### config.mk
export PLATFORM = sky130hd
export DESIGN_NAME = jtkunio_romarb
export DESIGN_NICKNAME = d
export VERILOG_FILES = /design/src/rtl/jtkunio_romarb.sv
export SDC_FILE = /design/constraint.sdc
export NUM_CORES = 1
export LEC_CHECK = 0
export CAP_MARGIN = 30
export CORE_MARGIN = 2
export CORE_UTILIZATION = 35
export CTS_BUF_LIST = sky130_fd_sc_hd__clkbuf_2 sky130_fd_sc_hd__clkbuf_4 sky130_fd_sc_hd__clkbuf_8
export CTS_CLUSTER_DIAMETER = 100
export DETAILED_ROUTE_END_ITERATION = 12
export PLACE_DENSITY = 0.6
export SYNTH_ARGS = -nofsm -noshare
export SYNTH_HDL_FRONTEND = slang
export SYNTH_SLANG_ARGS = --single-unit
### constraint.sdc
create_clock -name clk -period 2.82 [get_ports clk]
set_input_delay 0.282 -clock clk [delete_from_list [all_inputs] [get_ports clk]]
set_output_delay 0.282 -clock clk [all_outputs]
set_load 0.005 [all_outputs]
### src/rtl/jtkunio_romarb.sv
// ============================================================================
//  Module   : jtkunio_romarb
//  Purpose  : Shares one SDRAM bank between the main CPU, sound CPU and PCM
//             byte-wide ROM ports. Each port has a one-word cache that serves
//             hits combinationally. Misses are fetched one at a time over a
//             single rd/ack/rdy channel.
//  Config   : JTKUNIO_ROMARB_RR_EN - when defined, round-robin arbitration
//             (main -> snd -> pcm); otherwise fixed priority main > pcm > snd.
//  Revision : 1.0 - initial release
// ============================================================================
`default_nettype none

module jtkunio_romarb #(
  parameter logic [21:0] SND_OFFSET = 22'h08000,
  parameter logic [21:0] PCM_OFFSET = 22'h0C000
) (
  input  logic        clk,
  input  logic        rst_n,
  input  logic        flush,

  input  logic        main_cs,
  input  logic [15:0] main_addr,
  output logic [7:0]  main_data,
  output logic        main_ok,

  input  logic        snd_cs,
  input  logic [14:0] snd_addr,
  output logic [7:0]  snd_data,
  output logic        snd_ok,

  input  logic        pcm_cs,
  input  logic [16:0] pcm_addr,
  output logic [7:0]  pcm_data,
  output logic        pcm_ok,

  output logic [21:0] sdram_addr,
  output logic        sdram_rd,
  input  logic        sdram_ack,
  input  logic        sdram_rdy,
  input  logic [15:0] sdram_din
);

  // Fetch state machine encoding
  localparam logic [1:0] ST_IDLE     = 2'd0;
  localparam logic [1:0] ST_WAIT_ACK = 2'd1;
  localparam logic [1:0] ST_WAIT_RDY = 2'd2;

  // Requester identifiers (also the round-robin rotation order)
  localparam logic [1:0] REQ_MAIN = 2'd0;
  localparam logic [1:0] REQ_SND  = 2'd1;
  localparam logic [1:0] REQ_PCM  = 2'd2;

  // --------------------------------------------------------------------------
  // State
  // --------------------------------------------------------------------------
  logic [1:0]  state_q,       state_d;
  logic [1:0]  winner_q,      winner_d;
  logic        sdram_rd_q,    sdram_rd_d;
  logic [21:0] sdram_addr_q,  sdram_addr_d;
  logic [15:0] fetch_word_q,  fetch_word_d;   // word address being fetched
  logic        discard_q,     discard_d;      // flush seen during this fetch

  logic        main_valid_q,  main_valid_d;
  logic [14:0] main_tag_q,    main_tag_d;
  logic [15:0] main_cache_q,  main_cache_d;

  logic        snd_valid_q,   snd_valid_d;
  logic [13:0] snd_tag_q,     snd_tag_d;
  logic [15:0] snd_cache_q,   snd_cache_d;

  logic        pcm_valid_q,   pcm_valid_d;
  logic [15:0] pcm_tag_q,     pcm_tag_d;
  logic [15:0] pcm_cache_q,   pcm_cache_d;

`ifdef JTKUNIO_ROMARB_RR_EN
  logic [1:0]  rr_ptr_q,      rr_ptr_d;       // requester with top priority
`endif

  // --------------------------------------------------------------------------
  // Address decode and hit detection
  // --------------------------------------------------------------------------
  logic [14:0] main_word;
  logic [13:0] snd_word;
  logic [15:0] pcm_word;
  logic        main_hit, snd_hit, pcm_hit;
  logic        main_pend, snd_pend, pcm_pend;

  assign main_word = main_addr[15:1];
  assign snd_word  = snd_addr[14:1];
  assign pcm_word  = pcm_addr[16:1];

  assign main_hit  = main_cs & main_valid_q & (main_tag_q == main_word);
  assign snd_hit   = snd_cs  & snd_valid_q  & (snd_tag_q  == snd_word);
  assign pcm_hit   = pcm_cs  & pcm_valid_q  & (pcm_tag_q  == pcm_word);

  assign main_pend = main_cs & ~main_hit;
  assign snd_pend  = snd_cs  & ~snd_hit;
  assign pcm_pend  = pcm_cs  & ~pcm_hit;

  assign main_ok   = main_hit;
  assign snd_ok    = snd_hit;
  assign pcm_ok    = pcm_hit;

  // Byte lane select: address bit 0 set picks the upper byte
  assign main_data = main_addr[0] ? main_cache_q[15:8] : main_cache_q[7:0];
  assign snd_data  = snd_addr[0]  ? snd_cache_q[15:8]  : snd_cache_q[7:0];
  assign pcm_data  = pcm_addr[0]  ? pcm_cache_q[15:8]  : pcm_cache_q[7:0];

  assign sdram_rd   = sdram_rd_q;
  assign sdram_addr = sdram_addr_q;

  // --------------------------------------------------------------------------
  // Arbitration among pending misses
  // --------------------------------------------------------------------------
  logic        grant_any;
  logic [1:0]  grant_sel;
  logic [15:0] grant_word;
  logic [21:0] grant_addr;

  // Pick the winning requester from the pending set
  always_comb begin
    grant_any = main_pend | snd_pend | pcm_pend;
    grant_sel = REQ_MAIN;
`ifdef JTKUNIO_ROMARB_RR_EN
    case (rr_ptr_q)
      REQ_SND: begin
        if      (snd_pend)  grant_sel = REQ_SND;
        else if (pcm_pend)  grant_sel = REQ_PCM;
        else if (main_pend) grant_sel = REQ_MAIN;
      end
      REQ_PCM: begin
        if      (pcm_pend)  grant_sel = REQ_PCM;
        else if (main_pend) grant_sel = REQ_MAIN;
        else if (snd_pend)  grant_sel = REQ_SND;
      end
      default: begin
        if      (main_pend) grant_sel = REQ_MAIN;
        else if (snd_pend)  grant_sel = REQ_SND;
        else if (pcm_pend)  grant_sel = REQ_PCM;
      end
    endcase
`else
    if      (main_pend) grant_sel = REQ_MAIN;
    else if (pcm_pend)  grant_sel = REQ_PCM;
    else if (snd_pend)  grant_sel = REQ_SND;
`endif
  end

  // Word address and SDRAM address of the winner (sums wrap at 22 bits)
  always_comb begin
    grant_word = {1'b0, main_word};
    grant_addr = {7'd0, main_word};
    case (grant_sel)
      REQ_SND: begin
        grant_word = {2'b00, snd_word};
        grant_addr = SND_OFFSET + {8'd0, snd_word};
      end
      REQ_PCM: begin
        grant_word = pcm_word;
        grant_addr = PCM_OFFSET + {6'd0, pcm_word};
      end
      default: begin
        grant_word = {1'b0, main_word};
        grant_addr = {7'd0, main_word};
      end
    endcase
  end

  // --------------------------------------------------------------------------
  // Fetch FSM
  // --------------------------------------------------------------------------
  logic fill_en;

  // Sequence one fetch at a time: request, wait for accept, wait for data
  always_comb begin
    state_d      = state_q;
    winner_d     = winner_q;
    sdram_rd_d   = sdram_rd_q;
    sdram_addr_d = sdram_addr_q;
    fetch_word_d = fetch_word_q;
    discard_d    = discard_q | flush;
    fill_en      = 1'b0;
`ifdef JTKUNIO_ROMARB_RR_EN
    rr_ptr_d     = rr_ptr_q;
`endif
    case (state_q)
      ST_IDLE: begin
        if (!flush && grant_any) begin
          state_d      = ST_WAIT_ACK;
          winner_d     = grant_sel;
          sdram_rd_d   = 1'b1;
          sdram_addr_d = grant_addr;
          fetch_word_d = grant_word;
          discard_d    = 1'b0;
`ifdef JTKUNIO_ROMARB_RR_EN
          // The granted requester drops to lowest priority
          case (grant_sel)
            REQ_MAIN: rr_ptr_d = REQ_SND;
            REQ_SND:  rr_ptr_d = REQ_PCM;
            default:  rr_ptr_d = REQ_MAIN;
          endcase
`endif
        end
      end
      ST_WAIT_ACK: begin
        if (sdram_ack) begin
          sdram_rd_d = 1'b0;
          // Data arriving together with the accept completes the fetch now
          if (sdram_rdy) begin
            fill_en = 1'b1;
            state_d = ST_IDLE;
          end else begin
            state_d = ST_WAIT_RDY;
          end
        end
      end
      ST_WAIT_RDY: begin
        if (sdram_rdy) begin
          fill_en = 1'b1;
          state_d = ST_IDLE;
        end
      end
      default: begin
        state_d    = ST_IDLE;
        sdram_rd_d = 1'b0;
      end
    endcase
  end

  // --------------------------------------------------------------------------
  // Cache update
  // --------------------------------------------------------------------------
  logic fill_valid;

  assign fill_valid = ~(discard_q | flush);

  // Load the fetched word into the winner's cache; flush wipes all valid bits
  always_comb begin
    main_valid_d = main_valid_q;
    main_tag_d   = main_tag_q;
    main_cache_d = main_cache_q;
    snd_valid_d  = snd_valid_q;
    snd_tag_d    = snd_tag_q;
    snd_cache_d  = snd_cache_q;
    pcm_valid_d  = pcm_valid_q;
    pcm_tag_d    = pcm_tag_q;
    pcm_cache_d  = pcm_cache_q;
    if (fill_en) begin
      case (winner_q)
        REQ_SND: begin
          snd_valid_d = fill_valid;
          snd_tag_d   = fetch_word_q[13:0];
          snd_cache_d = sdram_din;
        end
        REQ_PCM: begin
          pcm_valid_d = fill_valid;
          pcm_tag_d   = fetch_word_q;
          pcm_cache_d = sdram_din;
        end
        default: begin
          main_valid_d = fill_valid;
          main_tag_d   = fetch_word_q[14:0];
          main_cache_d = sdram_din;
        end
      endcase
    end
    if (flush) begin
      main_valid_d = 1'b0;
      snd_valid_d  = 1'b0;
      pcm_valid_d  = 1'b0;
    end
  end

  // --------------------------------------------------------------------------
  // Registers
  // --------------------------------------------------------------------------

  // Register FSM, request channel and cache contents
  always_ff @(posedge clk or negedge rst_n) begin
    if (!rst_n) begin
      state_q      <= ST_IDLE;
      winner_q     <= REQ_MAIN;
      sdram_rd_q   <= 1'b0;
      sdram_addr_q <= 22'd0;
      fetch_word_q <= 16'd0;
      discard_q    <= 1'b0;
      main_valid_q <= 1'b0;
      main_tag_q   <= 15'd0;
      main_cache_q <= 16'd0;
      snd_valid_q  <= 1'b0;
      snd_tag_q    <= 14'd0;
      snd_cache_q  <= 16'd0;
      pcm_valid_q  <= 1'b0;
      pcm_tag_q    <= 16'd0;
      pcm_cache_q  <= 16'd0;
`ifdef JTKUNIO_ROMARB_RR_EN
      rr_ptr_q     <= REQ_MAIN;
`endif
    end else begin
      state_q      <= state_d;
      winner_q     <= winner_d;
      sdram_rd_q   <= sdram_rd_d;
      sdram_addr_q <= sdram_addr_d;
      fetch_word_q <= fetch_word_d;
      discard_q    <= discard_d;
      main_valid_q <= main_valid_d;
      main_tag_q   <= main_tag_d;
      main_cache_q <= main_cache_d;
      snd_valid_q  <= snd_valid_d;
      snd_tag_q    <= snd_tag_d;
      snd_cache_q  <= snd_cache_d;
      pcm_valid_q  <= pcm_valid_d;
      pcm_tag_q    <= pcm_tag_d;
      pcm_cache_q  <= pcm_cache_d;
`ifdef JTKUNIO_ROMARB_RR_EN
      rr_ptr_q     <= rr_ptr_d;
`endif
    end
  end

endmodule

`default_nettype wire

; ---- Word level (Yosys, flattened, before mapping)
; Cells that the tools add are included.
[totals]
regBits = 140
in_bits = 72
output_inout_bits = 50
wordCells = 94
[op_classes]
add_sub_neg = 2
eq_ne = 13
muxes = 30
bitwise_logic = 18
reduce_logical = 16
[op_table]
columns = cell, n
row1 = $pmux 17 s2, 1
row2 = $pmux 16 s2, 1
row3 = $mux 8, 3
row4 = $add 16x14->17 const A, 1
row5 = $add 16x16->17 const A, 1
row6 = $eq 16x16->1, 1
row7 = $mux 1, 16
row8 = $eq 15x15->1, 1
row9 = $eq 14x14->1, 1
row10 = $reduce_and 2->1, 7
row11 = $mux 2, 6
row12 = $and 1x1->1, 9
row13 = $eq 2x1->1 const B, 3
row14 = $eq 2x2->1 const B, 3
row15 = $ne 2x2->1 const B, 3
row16 = $not 1->1, 6
row17 = $pmux 2 s3, 1
row18 = $reduce_and 3->1, 2
row19 = $reduce_bool 2->1, 3
row20 = $or 1x1->1, 3
row21 = $pmux 1 s3, 1
row22 = $logic_not 2->1, 1
row23 = $ne 2x1->1 const B, 1
row24 = $pmux 1 s2, 1
row25 = other kinds (3), 3

; ---- Logic depth before layout (Yosys ltp)
[logic_depth]
ltp_word = 9
depth_mapped = 11
depth_no_buf = 10

; ---- Worst setup path after synthesis
; No wires, ideal clock.
[synth_timing]
path_type = register to register
startpoint = register pcm_tag_q[14]
endpoint = register fetch_word_q[10]
setup_ns = 0.125
arrival_time_ns = 2.531
required_ns = 2.695
slack_ns = 0.163
path_stages_with_launch = 12
path_buffers = 2
period_less_slack_ns = 2.657
path_cell_list = dfrtp_1 > xor2_1 > nor4_1 > nand4_1 > o31ai_4 > nand4_1 > ha_1 > clkbuf_1 > clkbuf_1 > a22oi_1 > o21ai_0 > mux2_4
[synth_between]
elab_chain_len = 8
word_cells_on_any_way = 12
cone_classes = eq/ne (3) / mux (3) / bitwise (4) / reduce/logical (2)
[synth_lines]
columns = item, line_no
row1 = from (decl), 72  ; logic [15:0] pcm_tag_q, pcm_tag_d;
row2 = from (signal assigned), 313  ; pcm_tag_q <= pcm_tag_d;
row3 = $eq 16x16->1 (*), 94  ; assign pcm_hit = pcm_cs & pcm_valid_q & (pcm_tag_q == pcm_word);
row4 = $and 1x1->1 (*), 94
row5 = $not 1->1 (*), 98  ; assign pcm_pend = pcm_cs & ~pcm_hit;
row6 = $and 1x1->1 (*), 98
row7 = $mux 2, 144  ; else if (pcm_pend) grant_sel = REQ_PCM;
row8 = $mux 2, 143  ; if (main_pend) grant_sel = REQ_MAIN;
row9 = $eq 2x2->1 / $eq 2x1->1 (equally long branches), 153  ; case (grant_sel)
row10 = $pmux 16 s2, 153
row11 = to (signal assigned), 304  ; fetch_word_q <= fetch_word_d;
row12 = to (decl), 60  ; logic [15:0] fetch_word_q, fetch_word_d;
; Mark *: on every way between the ends. The rest lies on a longest branch, timed or not.
; A chain may end at the register's enable or synchronous reset.

; ---- Final worst setup path
[layout_timing]
startpoint = register main_tag_q[10]
endpoint = register fetch_word_q[2]
[layout_between]
word_cells_on_any_way = 12
cone_classes = eq/ne (3) / mux (2) / bitwise (5) / reduce/logical (2)
[layout_rtl]
columns = item, line_no
row1 = from (decl), 64  ; logic [14:0] main_tag_q, main_tag_d;
row2 = from (signal assigned), 307  ; main_tag_q <= main_tag_d;
row3 = $eq 15x15->1 (*), 92  ; assign main_hit = main_cs & main_valid_q & (main_tag_q == main_word);
row4 = $and 1x1->1 (*), 92
row5 = $not 1->1 (*), 96  ; assign main_pend = main_cs & ~main_hit;
row6 = $and 1x1->1 (*), 96
row7 = $mux 2 (*), 143
row8 = net grant_sel[1], 116  ; logic [1:0] grant_sel;
row9 = $eq 2x2->1 / $eq 2x1->1 (equally long branches), 153
row10 = $pmux 16 s2 (*), 153
; Mark *: on every way through the listed nets, which the timed path passes. The rest lies on a longest branch.

==> summary.txt <==
Outcome
  • Status: completed

STA
  • Tmin final: 2710 ps
  • RSZ-0062 raised after global routing: true
  • Period utilization: between 90% and 100%
  • Fmax: between 300 and 400 MHz
  • Hold_ws: about 420 ps
  • Least-Margin Pin Slew: a little under 700 ps
  • Final setup fails: 0
  • Relative slew margins: between 50 and 60%
  • Endpoints failing hold: 0
  • Clock skew: 15.7 ps
  • Final number of max-transition violations: 0

Synthesis
  • Distinct cells, synth: 38
  • Sequential area share after synthesis: 49.9%
  • Mean post-synth cell area: between 10 and 15 um^2
  • Syn. warnings: 0
  • Mapped Cells: 477
  • Top post-synthesis cells by area: dfrtp_1 50%, mux2_2 22%, xor2_1 5.9%
  • FFs w/ async S/R, synth: 100%
  • Biggest area consumer among synthesized cells: dfrtp_1
  • Yosys top cell area share: ~50%
  • EDFF count, synth: 0
  • FF+latch count, synth: roughly 120
  • Synth Cell Area: between 6000 and 7000 um^2
  • Main flop type after synthesis: dfrtp_1
  • Post-synth top cells: 121 x dfrtp_1, 117 x mux2_2, 41 x xor2_1
  • Top-count cell post-synth: dfrtp_1

Routing
  • Via count: roughly 4.2k
  • DR iter-0 viols: ~200
  • Final ANT Viol Nets: 0
  • Wire per inst: around 18 um
  • First-pass detailed-route iteration total: 4
  • Avg Vias per Cell: approximately 4.9
  • Drt total wl: 15500 um
  • Remaining DRCs: 0

Setup path
  • CP startpoint kind: flip-flop
  • Crit Path Class: flip-flop to flip-flop
  • Critical Path RT: ~3200 ps
  • Critical path arrival: ~3000 ps
  • Setup crit end kind: flip-flop
  • Critical path peak fanout: 5

CTS
  • Clk slew on worst S/H paths: about 80 ps
  • Worst-Skew Late Latency: approximately 440 ps
  • CTS Buf Count: 17
  • CTS tree: built
  • CTS Sinks: 121
  • Clock root cell: clkbuf_8
  • H-tree depth: 4
  • Max Root-Sink Buffers: 2
  • Post-CTS Setup Bufs: 0

Cells and area
  • Post-layout util: 47.6%
  • Design Area, Final: about 8000 um^2
  • Syn-to-layout area delta: 34.1%
  • Post-route non-filler standard cell count: approximately 850
  • Share of cells above drive strength 1: between 30% and 40%
  • Fin nets: approximately 700
  • Diode count: 0

Global routing
  • Initial antenna violation count: 0
  • First-pass GRT wire length: around 25000 um
  • Vias in the first global route: 4400
  • Largest net degree at the start of global routing: slightly above 70
  • Total GRT Usage: 17.8%
  • Grt ovf: 0

Placed design
  • Port bufs: approximately 120
  • Placed cells: a little over 800
  • HPWL Detailed: around 11000 um
  • Routability cong.: 0.858
  • Dpl cell area: between 7000 and 8000 um^2

Floorplan
  • Rows: 48
  • IO Pins: 122
  • DIE AREA: about 18000 um^2
  • DIE WIDTH: ~140 um
  • Initial core utilization: a little over a third
  • Core area: 17100 um^2
  • Die height: between 100 and 150 um

Pwr
  • Worst IR Drop VDD: 0.453 mV
  • Power density over the cells: slightly below 900 nW/um^2
  • Leak Pwr: around 3.7 nW
  • Total power: between 7 and 8 mW

Min path
  • Worst hold path class: input port to asynchronous set/reset pin

Run
  • Max-Cap Viols: 0
cell type report:
class                      count  area (um^2)
tap                          225          282
clock buffer                  22          297
sequential                   121         3030
clock inverter                 8          143
timing repair buffer         160         1540
inverter                      14         52.6
multi-input combinational    303         2800
fill                        1529         8970
worst max-delay path: stages (launching register included):
cell and delay, ps:
dfrtp_1 400, xor2_1 170, nor4_2 320, buf_4 170, nand4_1 150, a21oi_2 270
buf_4 160, inv_1 40, ha_2 200, buf_4 170, a22oi_1 180, o21ai_0 110
mux2_4 260
per-stage QoR:
stage | setup slack, ps | TNS [ps]
after floorplan | 163 | 0
after global placement | -402 | -5780
after detailed placement | -420 | -6540
after CTS | 0.630 | 0
after global routing | -29.1 | -95.9
final | 108 | 0
flip-flops by register name, summed over array words and instances, names as in the netlist:
signal	flops
pcm_cache_q	16
discard_q	1
sdram_addr	3
state_q	2
main_cache_q	16
winner_q	2
snd_valid_q	1
sdram_rd	1
pcm_tag_q	16
main_tag_q	15
pcm_valid_q	1
fetch_word_q	16
main_valid_q	1
snd_cache_q	16
snd_tag_q	14
metal layers:
metal / share of wire (%) / GRT usage, % / wire length [um] / vias up
met5: 0 / 0 / 0 / -
met4: 1.7 / 6.08 / 271 / 0
met3: 5.3 / 4.12 / 825 / 22
met2: 48 / 28.8 / 7390 / 144
met1: 45 / 23.5 / 7010 / 2095
li1: - / - / - / 1934
path summary, 6_finish.rpt:
kind | start | end | slack, ps | cells after the start
setup / recovery | main_tag_q[10] | fetch_word_q[2] | 110 | 12
hold / removal | rst_n | snd_tag_q[10] | 420 | 2
setup reg to reg | main_tag_q[10] | fetch_word_q[2] | 110 | 12
hold reg to reg | snd_cache_q[9] | snd_cache_q[9] | 510 | 1
max in group asynchronous | rst_n | pcm_cache_q[14] | 1580 | 3
min in group clk | snd_cache_q[9] | snd_cache_q[9] | 510 | 1
what timing repair did:
action / in CTS / in global routing
setup endpoints to repair: 2 / 18
pin swaps: 0 / 5
hold buffers: 1 / 0
endpoints found under the hold margin: 50 / 0
resized for setup: 1 / 9
layout by cell type, fill, tap and decap left out, types with 4 or more instances in the layout:
cell type | Yosys | routed
bufinv_16 | 0 | 4
a21oi_1 | 6 | 5
nor2_1 | 8 | 8
o21ai_0 | 16 | 14
dfrtp_1 | 121 | 121
clkdlybuf4s50_1 | 0 | 115
nor4_1 | 10 | 8
mux2_4 | 19 | 19
inv_1 | 14 | 14
xor2_1 | 41 | 41
a22oi_1 | 14 | 13
ha_1 | 8 | 6
nand2_1 | 23 | 23
conb_1 | 1 | 5
buf_4 | 19 | 40
clkbuf_8 | 0 | 21
nand4_1 | 5 | 5
buf_12 | 0 | 4
mux2_2 | 117 | 117
xnor2_1 | 4 | 4
report_power, final:
part | internal (mW) | switching [mW]
logic | 1.57 | 0.887
registers | 2.42 | 0.484
clock network | 1.05 | 0.680
cell families after synthesis:
kind of cell / share of synthesized area, %
multiplexers: 26.6
flip-flops: 49.9
AND/OR/NAND/NOR: 4.51
buffers and inverters: 4.95
AO/OA/AOI/OAI: 5.89
XOR/XNOR: 6.49
adder cells (fa/ha/maj): 1.65
other: 0.0618
Power figures use the tool's default switching activity.
